<file path="config.mk">
export PLATFORM = sky130hd
export DESIGN_NAME = pwm_multi_channel
export DESIGN_NICKNAME = d
export VERILOG_FILES = /design/src/rtl/pwm_pkg.sv /design/src/rtl/pwm_cmp_ch.sv /design/src/rtl/pwm_multi_channel.sv
export SDC_FILE = /design/constraint.sdc
export NUM_CORES = 1
export LEC_CHECK = 0
export ABC_AREA = 0
export BUFFER_PORTS_ARGS = -buffer_cell sky130_fd_sc_hd__buf_2
export CORE_MARGIN = 2
export CORE_UTILIZATION = 59
export DETAILED_ROUTE_END_ITERATION = 8
export PLACE_DENSITY_LB_ADDON = 0.2
export SYNTH_ARGS = -nofsm -noshare
export SYNTH_HDL_FRONTEND = slang
export SYNTH_HIERARCHICAL = 1
export SYNTH_SLANG_ARGS = --single-unit
export TNS_END_PERCENT = 1
</file>
<file path="constraint.sdc">
create_clock -name CLK -period 2.6 [get_ports CLK]
set_input_delay 0.52 -clock CLK [delete_from_list [all_inputs] [get_ports CLK]]
set_output_delay 0.52 -clock CLK [all_outputs]
set_load 0.03 [all_outputs]
</file>
<file path="src/rtl/pwm_pkg.sv">
// -----------------------------------------------------------------------------
// pwm_pkg
// Shared defaults and the duty-vector slicing helper for the multi-channel PWM.
//   CH_DEF          default channel count
//   CW_DEF          default counter / duty / period width
//   PERIOD_RST_DEF  period loaded at reset (5000-cycle frame)
//   duty_lsb()      lsb of channel k inside the packed duty vector
// Optional build macro used by the PWM files: PWM_CENTER_ALIGNED_EN.
// -----------------------------------------------------------------------------
package pwm_pkg;

  localparam int CH_DEF         = 4;
  localparam int CW_DEF         = 13;
  localparam int PERIOD_RST_DEF = 4999;

  // Channel k occupies bits [k*cw +: cw] of the packed duty vector.
  function automatic int duty_lsb(input int k, input int cw);
    return k * cw;
  endfunction

endpackage

</file>
<file path="src/rtl/pwm_cmp_ch.sv">
// -----------------------------------------------------------------------------
// pwm_cmp_ch
// One PWM channel: duty staging register, duty shadow register, compare
// against the shared counter and the registered output.
// Ports:
//   clk_i, rst_n_i  clock, asynchronous active-low reset
//   en_i            run enable (low forces the output low)
//   load_i          capture strobe for duty_i
//   upd_i           shadow update point (frame wrap, or every clock while stopped)
//   pend_i          staged value waiting to be applied
//   cnt_i           shared frame counter
//   duty_i          this channel's duty input
//   pwm_o           registered PWM output
// Counting mode (PWM_CENTER_ALIGNED_EN) is handled entirely in the top level.
// -----------------------------------------------------------------------------
module pwm_cmp_ch
  import pwm_pkg::*;
#(
  parameter int CW = CW_DEF
) (
  input  logic          clk_i,
  input  logic          rst_n_i,
  input  logic          en_i,
  input  logic          load_i,
  input  logic          upd_i,
  input  logic          pend_i,
  input  logic [CW-1:0] cnt_i,
  input  logic [CW-1:0] duty_i,
  output logic          pwm_o
);

  logic [CW-1:0] stg_q, stg_d;
  logic [CW-1:0] sh_q,  sh_d;
  logic          pwm_q, pwm_d;

  // Next-state for staging, shadow and compare output.
  always_comb begin
    stg_d = stg_q;
    sh_d  = sh_q;
    pwm_d = 1'b0;
    if (load_i) begin
      stg_d = duty_i;
    end else begin
      stg_d = stg_q;
    end
    // A load landing on the update point bypasses staging.
    if (upd_i && load_i) begin
      sh_d = duty_i;
    end else if (upd_i && pend_i) begin
      sh_d = stg_q;
    end else begin
      sh_d = sh_q;
    end
    // Compare uses the shadow in force this cycle; a new shadow first
    // meets cnt=0, so no runt pulse appears at the wrap.
    pwm_d = en_i && (cnt_i < sh_q);
  end

  // Channel state registers.
  always_ff @(posedge clk_i or negedge rst_n_i) begin
    if (!rst_n_i) begin
      stg_q <= CW'(1'b0);
      sh_q  <= CW'(1'b0);
      pwm_q <= 1'b0;
    end else begin
      stg_q <= stg_d;
      sh_q  <= sh_d;
      pwm_q <= pwm_d;
    end
  end

  assign pwm_o = pwm_q;

endmodule

</file>
<file path="src/rtl/pwm_multi_channel.sv">
// -----------------------------------------------------------------------------
// pwm_multi_channel
// Multi-channel PWM with a shared frame counter and double-buffered
// period/duty registers that switch over only at a frame boundary.
// Ports:
//   CLK, RSTn    clock, asynchronous active-low reset
//   en           run enable; low holds the counter at 0 and outputs low
//   load         one-cycle strobe capturing period_in / duty_in
//   period_in    terminal count P
//   duty_in      packed duties, channel k at [k*CW +: CW]
//   pwm_out      registered PWM outputs
//   pending      captured values waiting for the next update point
//   loaded       one-cycle pulse when the shadow registers change
//   frame_start  one-cycle pulse aligned with the pwm_out cycle that
//                reflects cnt==0 (outputs lag the counter by one cycle)
// Build option: define PWM_CENTER_ALIGNED_EN for up/down (center-aligned)
// counting; default is edge-aligned counting with no direction register.
// -----------------------------------------------------------------------------
module pwm_multi_channel
  import pwm_pkg::*;
#(
  parameter int CH         = CH_DEF,
  parameter int CW         = CW_DEF,
  parameter int PERIOD_RST = PERIOD_RST_DEF
) (
  input  logic             CLK,
  input  logic             RSTn,
  input  logic             en,
  input  logic             load,
  input  logic [CW-1:0]    period_in,
  input  logic [CH*CW-1:0] duty_in,
  output logic [CH-1:0]    pwm_out,
  output logic             pending,
  output logic             loaded,
  output logic             frame_start
);

  localparam logic [CW-1:0] CNT_ZERO = CW'(1'b0);
  localparam logic [CW-1:0] CNT_ONE  = CW'(1'b1);

  logic [CW-1:0] cnt_q, cnt_d;
  logic [CW-1:0] per_stg_q, per_stg_d;
  logic [CW-1:0] per_sh_q, per_sh_d;
  logic          pend_q, pend_d;
  logic          loaded_q, loaded_d;
  logic          fs_q, fs_d;
  logic          wrap_s, upd_s;
`ifdef PWM_CENTER_ALIGNED_EN
  logic          up_q, up_d;
`endif

  // Frame boundary and shadow update point.
  always_comb begin
`ifdef PWM_CENTER_ALIGNED_EN
    wrap_s = (cnt_q == CNT_ZERO) && !up_q;
`else
    wrap_s = (cnt_q == per_sh_q);
`endif
    // While stopped every clock is an update point, so pending values land at once.
    upd_s = en ? wrap_s : 1'b1;
  end

  // Period staging/shadow, pending/loaded handshake and frame_start.
  always_comb begin
    per_stg_d = per_stg_q;
    per_sh_d  = per_sh_q;
    pend_d    = pend_q;
    loaded_d  = 1'b0;
    fs_d      = 1'b0;
    if (load) begin
      per_stg_d = period_in;
    end else begin
      per_stg_d = per_stg_q;
    end
    if (upd_s && load) begin
      per_sh_d = period_in;
    end else if (upd_s && pend_q) begin
      per_sh_d = per_stg_q;
    end else begin
      per_sh_d = per_sh_q;
    end
    if (upd_s) begin
      pend_d = 1'b0;
    end else if (load) begin
      pend_d = 1'b1;
    end else begin
      pend_d = pend_q;
    end
    loaded_d = upd_s && (load || pend_q);
    fs_d     = en && (cnt_q == CNT_ZERO);
  end

  // Shared frame counter.
  always_comb begin
    cnt_d = cnt_q;
`ifdef PWM_CENTER_ALIGNED_EN
    up_d = up_q;
    if (!en) begin
      cnt_d = CNT_ZERO;
      up_d  = 1'b0;
    end else if (up_q) begin
      if (cnt_q >= per_sh_q) begin
        cnt_d = cnt_q - CNT_ONE;
        up_d  = 1'b0;
      end else begin
        cnt_d = cnt_q + CNT_ONE;
        up_d  = 1'b1;
      end
    end else if (cnt_q == CNT_ZERO) begin
      // Frame boundary: the period taking effect now decides whether to climb.
      if (per_sh_d == CNT_ZERO) begin
        cnt_d = CNT_ZERO;
        up_d  = 1'b0;
      end else begin
        cnt_d = CNT_ONE;
        up_d  = 1'b1;
      end
    end else begin
      cnt_d = cnt_q - CNT_ONE;
      up_d  = 1'b0;
    end
`else
    if (!en || wrap_s) begin
      cnt_d = CNT_ZERO;
    end else begin
      cnt_d = cnt_q + CNT_ONE;
    end
`endif
  end

  // Top-level state registers.
  always_ff @(posedge CLK or negedge RSTn) begin
    if (!RSTn) begin
      cnt_q     <= CNT_ZERO;
      per_stg_q <= CNT_ZERO;
      per_sh_q  <= CW'(PERIOD_RST);
      pend_q    <= 1'b0;
      loaded_q  <= 1'b0;
      fs_q      <= 1'b0;
`ifdef PWM_CENTER_ALIGNED_EN
      up_q      <= 1'b0;
`endif
    end else begin
      cnt_q     <= cnt_d;
      per_stg_q <= per_stg_d;
      per_sh_q  <= per_sh_d;
      pend_q    <= pend_d;
      loaded_q  <= loaded_d;
      fs_q      <= fs_d;
`ifdef PWM_CENTER_ALIGNED_EN
      up_q      <= up_d;
`endif
    end
  end

  for (genvar k = 0; k < CH; k++) begin : g_ch
    pwm_cmp_ch #(
      .CW(CW)
    ) u_ch (
      .clk_i   (CLK),
      .rst_n_i (RSTn),
      .en_i    (en),
      .load_i  (load),
      .upd_i   (upd_s),
      .pend_i  (pend_q),
      .cnt_i   (cnt_q),
      .duty_i  (duty_in[duty_lsb(k, CW) +: CW]),
      .pwm_o   (pwm_out[k])
    );
  end

  assign pending     = pend_q;
  assign loaded      = loaded_q;
  assign frame_start = fs_q;

endmodule

</file>
==> results of run 1 <==
cells in the final DEF, fill, tap and decap left out, types with 22 or more instances in the layout:
cell,instances
nor2_1,75
mux2_2,27
mux2_4,44
buf_2,73
dfrtp_1,143
a21oi_1,68
nand2_1,30
inv_1,56
ha_1,50
xor2_1,22
final timing paths:
| check | cells after the start | slack, ns | start | to |
|---|---|---|---|---|
| hold / removal | 1 | 0.006 | RSTn | g_ch[1].u_ch/stg_q[9] |
| hold reg to reg | 1 | 0.49 | g_ch[0].u_ch/stg_q[3] | g_ch[0].u_ch/stg_q[3] |
| max in group asynchronous | 2 | 1.79 | RSTn | g_ch[0].u_ch/stg_q[7] |
| setup / recovery | 6 | 0.31 | cnt_q[1] | g_ch[3].u_ch/sh_q[0] |
| setup reg to reg | 6 | 0.31 | cnt_q[1] | g_ch[3].u_ch/sh_q[0] |
| min in group CLK | 2 | 0.34 | period_in[7] | per_stg_q[7] |
cells by family (layout without fill, tap and decap cells):
family | after synthesis | after routing | synth area share
flops | 150 | 150 | 0.5063
xor+xnor | 24 | 24 | 0.02829
mux | 72 | 72 | 0.1312
simple gates | 137 | 137 | 0.08150
buf+inv | 80 | 180 | 0.06079
compound gates | 119 | 119 | 0.1078
fa+ha+maj | 50 | 50 | 0.08419
cell type report:
cell class | count | area, um^2
clock buffers | 22 | 454.2
well taps | 168 | 210.2
fillers | 891 | 3560
clock inverters | 9 | 198.9
flip-flops and latches | 150 | 3762
inverters | 56 | 210.2
multi-input cells | 402 | 3222
repair buffers | 93 | 544.3
state kept, by name, summed over array words and instances, names as in the netlist:
name	count
per_sh_q	13
g_ch.u_ch/sh_q	52
cnt_q	13
loaded	1
per_stg_q	13
frame_start	1
g_ch.u_ch/stg_q	52
pending	1
g_ch.u_ch/pwm_o	4
per-layer routing:
metal	share of wire	GRT usage	routed length (um)	up-vias
li1	-	-	-	2331
met1	0.43	0.3034	6493	2370
met2	0.50	0.4140	7513	124
met3	0.051	0.06331	774	36
met4	0.025	0.1183	380	0
met5	0	0	0	-
stage by stage:
stage / setup slack, ns / total power, mW / instance area, um^2 / std cells
final: 0.3076 / 6.351 / 8602 / 900
after global routing: 0.1335 / 6.641 / 8602 / 900
after CTS: 0.1710 / 6.409 / 8597 / 900
after detailed placement: 0.1955 / 3.673 / 7944 / 869
after global placement: 0.2289 / 3.610 / 7944 / 869
after floorplan: 0.4657 / 3.404 / 7431 / 632
where the power goes:
part	switching (mW)	leakage, nW	internal [mW]
clock network	0.896	0.318	1.82
logic	0.481	2.24	0.413
registers	0.123	1.74	2.62
total	1.50	4.29	4.85
critical path, cell delays in order, from the launching register on:
cell and delay, ns:
dfrtp_1 0.51, xor2_1 0.21, nor3_1 0.31, nand4_2 0.24
nand2_4 0.30, o21ai_4 0.24, mux2_2 0.36
==> flow_metrics.py, run 1 <==
metrics = {
    "yosys": {
        "ys.flop_type": "dfrtp_1",
        "synthCells": 632,
        "synth_area_um2": 7431,
        "seq_area_frac_synth": 0.5063,
        "avgSynthCellArea_um2": 11.76,
        "synth_top_area_share": 0.4816,
        "yosys_warnings": 6,
        "synth_edf_count": 0,
        "synth_common_cells": "dfrtp_1 (143), nor2_1 (75), a21oi_1 (68)",
        "yosys.area.top_type": "dfrtp_1",
        "synthArstFlopShare": 1.000,
        "ys_top_cells_by_area": "dfrtp_1 (48%), mux2_4 (8.9%), ha_1 (8.4%)",
        "synth.most_common_cell": "dfrtp_1",
        "ys_ff_latch": 150,
        "synth_nets": 751,
        "synth.distinct_cells": 41,
    },
    "outcome": {
        "status": "completed",
    },
    "clock_network": {
        "htreeDepth": 4,
        "post_cts_resize_count": 0,
        "cts_hold_buf": 0,
        "cts_sinks": 150,
        "cts_tree": "done",
        "root_buffer": "clkbuf_16",
        "insertion_delay_ns": 0.43,
        "cts_setup_buffers": 0,
        "cts_max_path_buffers": 2,
        "cts_buffers": 17,
        "clkTransAtPathRegs_ns": 0.06,
    },
    "floorplan": {
        "ios": 76,
        "rows": 40,
        "fp.dieH_um": 116.2,
        "dieArea_um2": 13510,
        "start_util": 0.6110,
        "fp.coreArea_um2": 12160,
        "die_width_um": 116.2,
    },
    "drt": {
        "vias_per_cell": 5.401,
        "vias": 4861,
        "drtIter0Drc": 344,
        "wl_per_cell_um": 16.85,
        "drc_errors": 0,
        "dr.pass1.iters": 4,
        "wirelength_um": 15160,
        "antenna_left": 0,
    },
    "critical_path": {
        "start_kind": "register",
        "endpoint_kind": "register",
        "required_ns": 2.91,
        "path_class": "register to register",
        "arrival_ns": 2.60,
        "worstPathMaxFanout": 25,
    },
    "sta": {
        "finalMaxSlewViolations": 0,
        "hold_slack_ns": 0.005860,
        "max_freq_mhz": 436.2,
        "relSlewSlack": 0.3977,
        "rsz0062_at_grt": "no",
        "finalSetupTns_ns": 0,
        "setup_viol": 0,
        "timing_hold_violations_final": 0,
        "period_share": 0.8817,
        "clock_skew_ns": 0.007672,
        "min_period_ns": 2.292,
        "worst_slew_pin_slew_ns": 0.9035,
    },
    "global_route": {
        "grt_pass1_wl_um": 25140,
        "antenna_found_initial": 0,
        "grt_pass1_vias": 5228,
        "grt_usage": 0.2481,
        "grt_max_degree": 74,
        "overflow": 0,
    },
    "flow_run": {
        "maxCapViolCount": 0,
    },
    "finish": {
        "final_util": 0.7073,
        "syn_to_final_growth_pct": 15.76,
        "antennaDiodeCount": 0,
        "nets": 839,
        "drive_gt1_frac": 0.2951,
    },
    "hold_path": {
        "worst_hold_path_type": "input port to asynchronous set/reset pin",
    },
    "pwr": {
        "power.density_nw_per_um2": 738.3,
        "vdd_drop_max_v": 0.0005607,
        "leakagePower_nw": 4.293,
    },
    "placed_design": {
        "hpwlAfterDp_um": 10340,
        "place_congestion": 0.8412,
        "io_buffer_count": 75,
    },
}
Power figures use the tool's default switching activity.
==> run 2: changes to the inputs <==
Settings changed: CORE_UTILIZATION 59 to 61, CTS_BUF_LIST set to sky130_fd_sc_hd__clkbuf_8.
==> run 2 against run 1 <==
Net effect: clock power fell by 24%; critical path depth did not move; clock-buffer cell count fell by 1; routed wire length fell by 4.4%; hold slack improved by 0.049 ns; worst setup slack got worse by 0.075 ns; combinational power fell by 0.4%; largest cell class unchanged; largest power group unchanged.
==> flow_metrics.py, run 2 (synthesized netlist as in run 1, its figures left out) <==
metrics = {
    "global_route": {
        "grt_pass1_wl_um": 24410,
        "overflow": 0,
        "grt_usage": 0.2431,
        "grt_pass1_vias": 5049,
        "grt_max_degree": 68,
        "antenna_found_initial": 0,
    },
    "clock_network": {
        "cts_hold_buf": 0,
        "insertion_delay_ns": 0.46,
        "root_buffer": "clkbuf_8",
        "cts_tree": "done",
        "cts_buffers": 17,
        "clkTransAtPathRegs_ns": 0.09,
        "cts_setup_buffers": 0,
        "cts_sinks": 150,
        "htreeDepth": 4,
        "cts_max_path_buffers": 2,
        "post_cts_resize_count": 0,
    },
    "critical_path": {
        "crit_chain": "xor2_1 > nor4_1 > nand4_2 > nand2_2 > o21ai_4 > mux2_2",
        "crit-reg2reg-launch": "per_sh_q[0]",
        "arrival_ns": 2.71,
        "path_class": "register to register",
        "start_kind": "register",
        "worstPathMaxFanout": 25,
        "slowest_delay_ns": 0.54,
        "endpoint_kind": "register",
        "cpLargestDelayFamily": "simple AND/OR/NAND/NOR gates",
        "critPathSlowestCell": "dfstp_2",
        "required_ns": 2.94,
        "r2r-end": "g_ch[2].u_ch/sh_q[0]",
        "r2r_cells": 6,
        "reg2reg_slack_ns": 0.23,
        "path_buf_inv": 0,
        "crit_path_start": "per_sh_q[0]",
    },
    "finish": {
        "antennaDiodeCount": 0,
        "reg_top3": "g_ch.u_ch/sh_q (52), g_ch.u_ch/stg_q (52)",
        "fillers": 841,
        "final-instance-count-excl-fill": 880,
        "layout_common_cells": "dfrtp_1 (143), nor2_1 (75), buf_2 (73)",
        "drive_gt1_frac": 0.2974,
        "nets": 839,
        "final_common_cell": "dfrtp_1",
        "syn_to_final_growth_pct": 13.05,
    },
    "sta": {
        "clock_skew_ns": 0.01418,
        "period_share": 0.9106,
        "finalMaxSlewViolations": 0,
        "finalSetupTns_ns": 0,
        "min_period_ns": 2.368,
        "relSlewSlack": 0.3811,
        "timing_hold_violations_final": 0,
        "setup_ws_ns": 0.2323,
        "worst_slew_pin_slew_ns": 0.9284,
        "rsz0062_at_grt": "no",
        "setup_viol": 0,
        "max_freq_mhz": 422.4,
    },
    "flow_run": {
        "maxCapViolCount": 0,
    },
    "drt": {
        "dr.pass1.iters": 4,
        "antenna_left": 0,
        "drtIter0Drc": 228,
        "vias_per_cell": 5.545,
        "drc_errors": 0,
        "wirelength_um": 14490,
        "vias": 4880,
        "wl_per_cell_um": 16.47,
    },
    "placed_design": {
        "hpwlAfterDp_um": 10030,
        "io_buffer_count": 75,
        "place_congestion": 0.8419,
        "post-place-cells": 848,
        "place_ws_ns": 0.2408,
    },
    "pwr": {
        "switching_share": 0.2502,
        "p_clk_frac": 0.363,
        "internal_power_mw": 4.266,
        "power.switching_mw": 1.423,
        "power.density_nw_per_um2": 677.3,
        "vdd_drop_max_v": 0.0003858,
        "pwr-share-seq": 0.480,
        "leakagePower_nw": 4.220,
        "combPwrFrac": 0.156,
    },
    "floorplan": {
        "ios": 76,
        "fp.coreArea_um2": 11960,
        "fp.dieH_um": 114.4,
        "rows": 40,
        "die_width_um": 114.4,
        "start_util": 0.6212,
        "dieArea_um2": 13080,
    },
    "outcome": {
        "status": "completed",
    },
    "hold_path": {
        "worst_hold_path_type": "input port to asynchronous set/reset pin",
    },
}
-- run 2: cell types whose count changed in the layout (fill, tap and decap cells not counted), sizes merged --
cell	change
bufinv	-1
clkbuf	-1
clkinv	-2
clkinvlp	+2
inv	+3
-- run 2: cell type report --
type / count / area (um^2) / share of cell area
Clock buffer: 21 / 289.0 / 0.03441
Multi-Input combinational cell: 402 / 3217 / 0.3829
Tap cell: 147 / 183.9 / 0.02189
Clock inverter: 11 / 181.4 / 0.02160
Sequential cell: 150 / 3762 / 0.4479
Inverter: 56 / 210.2 / 0.02502
Timing Repair Buffer: 93 / 556.8 / 0.06628
-- run 2: worst max-delay path by stage --
stage                            end  slack, ns  cells past startpoint
2_1_floorplan  g_ch[0].u_ch/sh_q[10]       0.47                      9
3_3_place_gp    g_ch[3].u_ch/sh_q[0]       0.29                      6
3_5_place_dp    g_ch[2].u_ch/sh_q[0]       0.24                      6
4_1_cts         g_ch[2].u_ch/sh_q[0]       0.22                      6
5_1_grt         g_ch[2].u_ch/sh_q[0]       0.05                      6
6_report        g_ch[2].u_ch/sh_q[0]       0.23                      6
-- run 2: per-layer routing --
metal,vias to the layer above,track usage,part of all wire
li1,2333,-,-
met2,114,0.3956,0.49
met5,-,0,0
met3,27,0.06088,0.044
met4,0,0.09919,0.026
met1,2406,0.3142,0.44
-- run 2: metrics by stage --
step                instance area (um^2)  total power [mW]  hold WS (ns)    util
floorplan                           7431             3.404        0.2244       -
global placement                    7930             3.610        0.4773  0.6630
detailed placement                  7930             3.667        0.4804  0.6630
CTS                                 8401             5.738       0.06839  0.7023
global route                        8401             5.990       0.07359  0.7023
finish                              8401             5.689       0.05471  0.7023
-- run 2: power groups by stage --
stage / logic (mW) / registers [mW] / clock network (mW)
2_1_floorplan: 0.648 / 2.76 / 0
3_3_place_gp: 0.844 / 2.77 / 0
3_5_place_dp: 0.889 / 2.78 / 0
4_1_cts: 0.898 / 2.73 / 2.11
5_1_grt: 1.00 / 2.76 / 2.23
6_report: 0.890 / 2.73 / 2.07
==> run 3: changes to the inputs <==
Settings changed: CAP_MARGIN set to 20, REMOVE_ABC_BUFFERS set to 1.
==> run 3 against run 2 <==
Net effect: global-route usage shrank 0.57 points; maximum frequency grew 3.1%; first-iteration DRC count grew 10%; clock-buffer cell count shrank 3; clock skew shrank 0.0032 ns; final cell count is the same; flip-flop and latch count is the same; critical path depth is the same; largest cell class unchanged.
==> flow_metrics.py, run 3 (synthesized netlist as in run 1, its figures left out) <==
metrics = {
    "global_route": {
        "busiest_layer": "met2",
        "grt_pass1_vias": 5057,
        "antenna_found_initial": 0,
        "grt_max_degree": 67,
        "met1_usage": 0.2968,
        "grt_pass1_wl_um": 23740,
        "grt_usage": 0.2374,
        "overflow": 0,
        "met3_usage": 0.04870,
        "use_met2": 0.4067,
    },
    "pwr": {
        "pwr-share-seq": 0.505,
        "power.density_nw_per_um2": 649.3,
        "internal_power_mw": 3.988,
        "p_clk_frac": 0.329,
        "vdd_drop_max_v": 0.0003609,
        "switching_share": 0.2624,
        "combPwrFrac": 0.166,
        "power.switching_mw": 1.418,
        "leakagePower_nw": 4.192,
    },
    "drt": {
        "drc_errors": 0,
        "wirelength_um": 14140,
        "vias_per_cell": 5.477,
        "vias": 4820,
        "antenna_left": 0,
        "drtIter0Drc": 251,
        "dr.pass1.iters": 4,
        "wl_per_cell_um": 16.06,
    },
    "critical_path": {
        "r2r_cells": 6,
        "path_class": "register to register",
        "slowest_delay_ns": 0.52,
        "worstPathMaxFanout": 12,
        "endpoint_kind": "register",
        "path_buf_inv": 1,
        "reg2reg_slack_ns": 0.30,
        "critPathSlowestCell": "dfrtp_1",
        "crit_chain": "xor2_1 > nor4_1 > nand4_2 > nand2_2 > buf_4 > mux2_2",
        "arrival_ns": 2.69,
        "start_kind": "register",
        "required_ns": 2.99,
        "critical_path_depth": 6,
        "cpLargestDelayFamily": "simple AND/OR/NAND/NOR gates",
    },
    "sta": {
        "finalSetupTns_ns": 0,
        "setup_viol": 0,
        "hold_slack_ns": 0.04231,
        "max_freq_mhz": 435.3,
        "min_period_ns": 2.297,
        "period_share": 0.8836,
        "finalMaxSlewViolations": 0,
        "clock_skew_ns": 0.01097,
        "worst_slew_pin_slew_ns": 0.6394,
        "timing_hold_violations_final": 0,
        "relSlewSlack": 0.5721,
        "rsz0062_at_grt": "no",
    },
    "placed_design": {
        "place_congestion": 0.7988,
        "hpwlAfterDp_um": 10150,
        "io_buffer_count": 75,
    },
    "finish": {
        "antennaDiodeCount": 0,
        "drive_gt1_frac": 0.2947,
        "syn_to_final_growth_pct": 12.04,
        "final_util": 0.6960,
        "layout_common_cells": "dfrtp_1 (143), nor2_1 (75), buf_2 (73)",
        "fillers": 874,
        "nets": 839,
        "seq_area_um2": 3762,
        "reg_top3": "g_ch.u_ch/sh_q (52), g_ch.u_ch/stg_q (52)",
        "final_common_cell": "dfrtp_1",
        "multi_input_area_um2": 3217,
    },
    "floorplan": {
        "ios": 76,
        "die_width_um": 114.4,
        "rows": 40,
        "dieArea_um2": 13080,
        "fp.dieH_um": 114.4,
        "start_util": 0.6212,
        "fp.coreArea_um2": 11960,
    },
    "clock_network": {
        "cts_hold_buf": 0,
        "cts_tree": "done",
        "cts_sinks": 150,
        "cts_setup_buffers": 0,
        "root_buffer": "clkbuf_8",
        "post_cts_resize_count": 0,
        "cts_buffers": 17,
        "htreeDepth": 4,
        "insertion_delay_ns": 0.46,
        "cts_max_path_buffers": 2,
        "clkTransAtPathRegs_ns": 0.08,
    },
    "outcome": {
        "status": "completed",
    },
    "flow_run": {
        "maxCapViolCount": 0,
    },
    "hold_path": {
        "worst_hold_path_type": "input port to asynchronous set/reset pin",
    },
}
[run 3: worst reg2reg max path: stages, from the launching register on]
cell and delay [ns]:
dfrtp_1 0.52, xor2_1 0.20, nor4_1 0.38, nand4_2 0.22, nand2_2 0.28, buf_4 0.27
mux2_2 0.35
[run 3: final cells by class]
cell class / count / share of cell area
clock buffer: 18 / 0.02976
clock inverter: 14 / 0.01773
inverter: 56 / 0.02525
multi-input combinational: 402 / 0.3864
sequential: 150 / 0.4519
tap: 147 / 0.02209
timing repair buffer: 93 / 0.06688
[run 3: metrics by stage]
step           cell area, um^2  worst slack, ns  instances  power, mW
5_1_grt                   8325           0.1724        880      5.688
2_1_floorplan             7189           0.2965        608      3.339
6_report                  8325           0.3027        880      5.406
3_5_place_dp              7930           0.3291        848      3.675
4_1_cts                   8325           0.3122        880      5.453
3_3_place_gp              7930           0.4088        848      3.609
[run 3: power by group through the flow]
stage / Clock (mW) / Combinational [mW] / Sequential [mW]
global route: 1.92 / 1.01 / 2.76
CTS: 1.81 / 0.907 / 2.73
detailed placement: 0 / 0.898 / 2.78
finish: 1.78 / 0.897 / 2.73
floorplan: 0 / 0.581 / 2.76
global placement: 0 / 0.845 / 2.76
[run 3: routing by layer]
layer	vias up	wire length [um]	part of all wire
li1	2334	-	-
met1	2352	6191	0.44
met2	106	6992	0.49
met3	28	667	0.047
met4	0	285	0.020
met5	-	0	0
[run 3: worst paths after layout]
path / from / end
hold reg to reg: g_ch[2].u_ch/stg_q[8] / g_ch[2].u_ch/stg_q[8]
setup reg to reg: cnt_q[11] / per_sh_q[1]
max in group asynchronous: RSTn / per_sh_q[12]
hold / removal: RSTn / g_ch[2].u_ch/stg_q[7]
min in group CLK: duty_in[48] / g_ch[3].u_ch/stg_q[9]
setup / recovery: cnt_q[11] / per_sh_q[1]
